<file path="src/rtl/random_bank.sv">
`default_nettype none
// ============================================================================
//  Module   : random_bank
//  Purpose  : Bank of CHANNELS independent Fibonacci LFSR generators sharing
//             one base seed. Each channel is seeded with a distinct mix of the
//             base seed and stepped through WARMUP discarded steps after every
//             load. In IDLE, every accepted request steps all channels once.
//             One cycle later the new words appear on dataOut, together with a
//             per-channel Bernoulli result (word < threshold) on sample.
//  Ports    : clk        - system clock, rising edge
//             reset      - synchronous active-high reset
//             seed       - base seed [WIDTH-1:0], sampled in LOAD
//             load_seed  - reseed request, honoured in any state
//             req        - request one new word per channel (when ready)
//             prob       - per-channel threshold, channel i at [i*WIDTH +: WIDTH]
//             ready      - high only in IDLE
//             valid      - one-cycle pulse when new results are presented
//             dataOut    - per-channel random word, same packing as prob
//             sample     - per-channel Bernoulli result
//  Revision : 1.0 - initial release
// ============================================================================
module random_bank #(
  parameter int WIDTH    = 8,
  parameter int CHANNELS = 4,
  parameter int WARMUP   = 16
) (
  input  logic                      clk,
  input  logic                      reset,
  input  logic [WIDTH-1:0]          seed,
  input  logic                      load_seed,
  input  logic                      req,
  input  logic [CHANNELS*WIDTH-1:0] prob,
  output logic                      ready,
  output logic                      valid,
  output logic [CHANNELS*WIDTH-1:0] dataOut,
  output logic [CHANNELS-1:0]       sample
);

  // Maximal-length tap masks, bit n set when bit n feeds the XOR.
  localparam logic [31:0] C_TAPS32 =
      (WIDTH == 8)  ? 32'h0000_00B8 :
      (WIDTH == 16) ? 32'h0000_B400 :
      (WIDTH == 24) ? 32'h00E1_0000 :
                      32'h8020_0003;
  localparam logic [WIDTH-1:0] C_TAPS      = WIDTH'(C_TAPS32);
  localparam logic [31:0]      C_GOLDEN    = 32'h9E37_79B9;
  localparam logic [7:0]       C_WARM_LAST = 8'((WARMUP > 0) ? WARMUP - 1 : 0);

  typedef enum logic [1:0] {
    ST_LOAD = 2'd0,
    ST_WARM = 2'd1,
    ST_IDLE = 2'd2
  } state_t;

  state_t                         state_q, state_d;
  logic [7:0]                     warm_cnt_q, warm_cnt_d;
  logic [CHANNELS-1:0][WIDTH-1:0] lfsr_q, lfsr_d;
  logic [CHANNELS-1:0][WIDTH-1:0] data_q, data_d;
  logic [CHANNELS-1:0]            sample_q, sample_d;
  logic                           valid_q, valid_d;

  logic [CHANNELS-1:0][WIDTH-1:0] lfsr_seed;
  logic [CHANNELS-1:0][WIDTH-1:0] lfsr_step;
  logic [CHANNELS-1:0]            sample_new;

  // Per-channel seed derivation, single LFSR step and threshold compare.
  for (genvar i = 0; i < CHANNELS; i++) begin : g_chan
    logic [WIDTH-1:0] mix;
    assign mix           = seed ^ WIDTH'(32'(i) * C_GOLDEN);
    // A zero seed would lock the LFSR; substitute 1.
    assign lfsr_seed[i]  = (mix == '0) ? WIDTH'(1) : mix;
    assign lfsr_step[i]  = {lfsr_q[i][WIDTH-2:0], ^(lfsr_q[i] & C_TAPS)};
    assign sample_new[i] = (lfsr_step[i] < prob[i*WIDTH +: WIDTH]);
  end

  always_ff @(posedge clk) begin
    if (reset) begin
      state_q    <= ST_LOAD;
      warm_cnt_q <= '0;
      valid_q    <= 1'b0;
      data_q     <= '0;
      sample_q   <= '0;
      for (int i = 0; i < CHANNELS; i++) begin
        lfsr_q[i] <= WIDTH'(1);
      end
    end else begin
      state_q    <= state_d;
      warm_cnt_q <= warm_cnt_d;
      valid_q    <= valid_d;
      data_q     <= data_d;
      sample_q   <= sample_d;
      lfsr_q     <= lfsr_d;
    end
  end

  always_comb begin
    state_d    = state_q;
    warm_cnt_d = warm_cnt_q;
    lfsr_d     = lfsr_q;
    data_d     = data_q;
    sample_d   = sample_q;
    valid_d    = 1'b0;

    if (load_seed) begin
      // Reseed wins over everything, including a same-cycle req.
      state_d = ST_LOAD;
    end else begin
      case (state_q)
        ST_LOAD: begin
          lfsr_d     = lfsr_seed;
          warm_cnt_d = '0;
          state_d    = (WARMUP > 0) ? ST_WARM : ST_IDLE;
        end
        ST_WARM: begin
          lfsr_d     = lfsr_step;
          warm_cnt_d = warm_cnt_q + 8'd1;
          if (warm_cnt_q == C_WARM_LAST) begin
            state_d = ST_IDLE;
          end
        end
        ST_IDLE: begin
          if (req) begin
            lfsr_d   = lfsr_step;
            data_d   = lfsr_step;
            sample_d = sample_new;
            valid_d  = 1'b1;
          end
        end
        default: begin
          state_d = ST_LOAD;
        end
      endcase
    end
  end

  assign ready   = (state_q == ST_IDLE);
  assign valid   = valid_q;
  assign dataOut = data_q;
  assign sample  = sample_q;

endmodule
`default_nettype wire

</file>
<file path="config.mk">
export PLATFORM = sky130hd
export DESIGN_NAME = random_bank
export DESIGN_NICKNAME = d
export VERILOG_FILES = /design/src/rtl/random_bank.sv
export SDC_FILE = /design/constraint.sdc
export NUM_CORES = 1
export LEC_CHECK = 0
export BUFFER_PORTS_ARGS = -buffer_cell sky130_fd_sc_hd__clkbuf_2
export CORE_ASPECT_RATIO = 1.2
export CORE_MARGIN = 3
export CORE_UTILIZATION = 42
export CTS_BUF_LIST = sky130_fd_sc_hd__clkbuf_2 sky130_fd_sc_hd__clkbuf_4 sky130_fd_sc_hd__clkbuf_8
export DETAILED_ROUTE_END_ITERATION = 8
export GPL_TIMING_DRIVEN = 0
export PLACE_DENSITY = 0.7
export SLEW_MARGIN = 20
export SYNTH_ARGS = -nofsm -noshare
export SYNTH_HDL_FRONTEND = slang
export SYNTH_SLANG_ARGS = --single-unit
</file>
<file path="constraint.sdc">
create_clock -name clk -period 3.1 [get_ports clk]
set_clock_uncertainty 0.1 [all_clocks]
set_input_delay 0.62 -clock clk [delete_from_list [all_inputs] [get_ports clk]]
set_output_delay 0.62 -clock clk [all_outputs]
set_load 0.01 [all_outputs]
</file>
==> results by group <==
Yosys
  • Largest area contributor in the netlist: dfxtp_1
  • Synth Area in Adders: 10.5%
  • Top cell type's share of synthesized area: 39.2%
  • Main flop type after synthesis: dfxtp_1
  • Ys Warns: 0
  • Distinct cells, synth: 40
  • Post-synth EDFFs: 0
  • Synth top area cells: dfxtp_1 39%, ha_1 11%, nand2_1 7.4%, a21oi_1 6.6%, nor2_1 4.7%
  • Post-Syn Area per Cell: 7.99 um^2
  • Net count after synthesis: 583
  • Yosys reg bits: 79
  • Asr flop ratio synth: 0%
  • Xor/xnor cell area share of the yosys netlist: 3.69%
  • Post-synthesis cell area: 4030 um^2
  • Register area share after synthesis: 39.2%
  • Compound-cell area share of the yosys netlist: 16.7%
  • Gate Count Post-Synth: 505
  • Largest family of logic cells by synthesized area: simple AND/OR/NAND/NOR gates
  • Post-synthesis simple-gate area fraction: 23.1%
  • Mux share of post-synthesis cell area: 0.248%

Place
  • Post-detail-place hpwl: 8190 um
  • Worst slack, placed: 0.956 ns
  • Port buffer count: 79
  • Gpl congestion: 0.889
  • Placed standard-cell area: 4580 um^2

Critical path
  • Buf/Inv on CP: 3
  • Crit start category: register
  • Most common cell on crit path: nand2_1
  • Critical path capture point type: register
  • Slowest CP cell: ha_1
  • Worst-path fanout max: 10
  • Worst EP required: 3.23 ns
  • Critical path arrival: 2.39 ns
  • CP max stage delay: 0.43 ns
  • Ordered cell list for the critical path: inv_1 > ha_1 > buf_2 > buf_1 > nand2_1 > o311ai_0 > nand2_1
  • WS Path Type: reg -> reg
  • Top Family by Delay on Critical Path: buffers and inverters

Timing
  • Setup ws final: 0.838 ns
  • RSZ-0062 raised after global routing: false
  • Final Hold Viols: 0
  • Period Utilization, post-route: 73.0%
  • Max Clk Rate: 442 MHz
  • Setup TNS: 0 ns
  • Final setup viols: 0
  • Rel. slew slack: 57.3%
  • Worst slew pin tran: 0.635 ns
  • Min Tclk post-route: 2.26 ns
  • Max Slew Vio Count: 0

Drt
  • Via/cell ratio: 5.27
  • Routed Wire Length: 10,900 um
  • Drt wl/cell: 15.2 um
  • Via Count: 3,791
  • Pre-antenna DRT Iters: 5
  • Antenna Nets Post-Route: 0
  • DR iter-0 viols: 201
  • DRC violations left: 0

Min path
  • HP Class: reg -> reg

Floorplanning
  • Num ports: 82
  • Die H: 113 um
  • CORE AREA: 9180 um^2
  • Std-Cell Rows: 38
  • Die W: 95.5 um
  • Initial Util: 43.9%
  • Die area: 10,800 um^2

Clock network
  • CTS H-tree lvls: 3
  • Num CTS Buffers: 9
  • Reg clk slew, reported paths: 0.08 ns
  • CTS max path bufs: 2
  • Clk Latency, worst-skew pair: 0.35 ns
  • Post-CTS setup buffer count: 0
  • CTS tree: yes
  • Clk sinks: 79
  • CTS root buf: clkbuf_8
  • Post-CTS Resized: 0
  • Hold-fix buffers, CTS: 0

Global route
  • Total gr overflow: 0
  • First-pass GRT wire length: 17,500 um
  • Largest net degree at the start of global routing: 14
  • Number of global-route vias before repair: 3,562
  • Total track usage: 20.8%
  • Initial antenna violation count: 0

Final layout
  • Diode count: 0
  • Area growth syn-to-layout: 17.8%
  • Final core utilization: 51.8%
  • Cell area after layout: 4750 um^2
  • Commonest non-fill, non-tap cells in the layout: 80 x clkbuf_2, 80 x nand2_1, 79 x dfxtp_1
  • Share of layout cells above drive strength 1: 19.2%
  • Nets: 673

Power
  • P_leak: 2.05 nW
  • Clock power share: 33.0%
  • Logic pwr share: 14.8%
  • Peak supply drop: 0.000263 V
  • Sw power: 0.609 mW
  • Power Density: 440 nW/um^2
  • Power, Total: 2.09 mW
  • Switching share of power: 29.1%
  • Flop pwr share: 52.2%
  • Int Power: 1.48 mW

Outcome
  • Status: finished clean

Run
  • Max cap viols: 0
==> worst paths after layout <==
path	from	to	slack [ns]	depth (start not counted)
min	dataOut[17]	dataOut[17]	0.36	2
max reg2reg	state_q[0]	lfsr_q[0]	0.84	7
min reg2reg	dataOut[17]	dataOut[17]	0.36	2
max	state_q[0]	lfsr_q[0]	0.84	7
==> power groups by stage <==
| stage | sequential, mW | combinational [mW] | clock [mW] |
|---|---|---|---|
| 3_5_place_dp | 1.12 | 0.305 | 0 |
| 5_1_grt | 1.10 | 0.349 | 0.744 |
| 4_1_cts | 1.09 | 0.307 | 0.706 |
| 3_3_place_gp | 1.12 | 0.297 | 0 |
| 6_report | 1.09 | 0.309 | 0.691 |
| 2_1_floorplan | 1.10 | 0.213 | 0 |
==> metal layers <==
metal / up-vias / GRT usage [%] / routed length [um] / part of all wire (%)
met2: 119 / 33.8 / 5110 / 47
met1: 1761 / 27.7 / 4930 / 45
met5: - / 0 / 0 / 0
met3: 12 / 4.79 / 724 / 6.6
met4: 0 / 5.22 / 150 / 1.4
li1: 1899 / - / - / -
==> stage by stage <==
stage               hold slack (ns)  instances
floorplan                     0.357        505
global placement              0.343        704
detailed placement            0.350        704
CTS                           0.361        720
global route                  0.382        720
finish                        0.356        720
==> synthesized netlist by cell type (all sizes together), types with 2 or more instances <==
| library cell | count |
|---|---|
| a31oi | 4 |
| clkbuf | 9 |
| a21oi | 53 |
| a311oi | 2 |
| nor4 | 4 |
| nand2b | 10 |
| buf | 16 |
| nor3b | 2 |
| a211oi | 21 |
| o21ai | 16 |
| xor2 | 3 |
| dfxtp | 79 |
| inv | 35 |
| nand2 | 80 |
| a32o | 4 |
| nor2 | 50 |
| o21a | 4 |
| nor2b | 12 |
| ha | 34 |
| o31ai | 2 |
| nor3 | 28 |
| nand3 | 12 |
| nand4bb | 2 |
| nand4 | 2 |
| xnor2 | 14 |
==> worst register-to-register path: stages (launching register included) <==
cell and delay (ns):
dfxtp_1 0.40, inv_1 0.11, ha_1 0.43, buf_2 0.28, buf_1 0.41, nand2_1 0.15
o311ai_0 0.16, nand2_1 0.10
==> flip-flops by register name (all words and copies together), names as in the netlist <==
name,flops
dataOut,32
sample,4
valid,1
state_q,2
lfsr_q,32
warm_cnt_q,8
==> area by class of cell <==
cell class	instances	area (um^2)
Fill cell	908	4420
Multi-Input combinational cell	366	2190
Sequential cell	79	1580
Timing Repair Buffer	79	395
Tap cell	120	150
Clock buffer	10	138
Buffer	25	131
Inverter	35	131
Clock inverter	6	36.3
==> cells by family (layout without fill, tap and decap cells) <==
family,after synthesis,in the layout
simple gates,205,205
compound gates,109,109
flops,79,79
buf+inv,60,155
fa+ha+maj,34,34
xor+xnor,17,17
mux,1,1
Power figures use the tool's default switching activity.
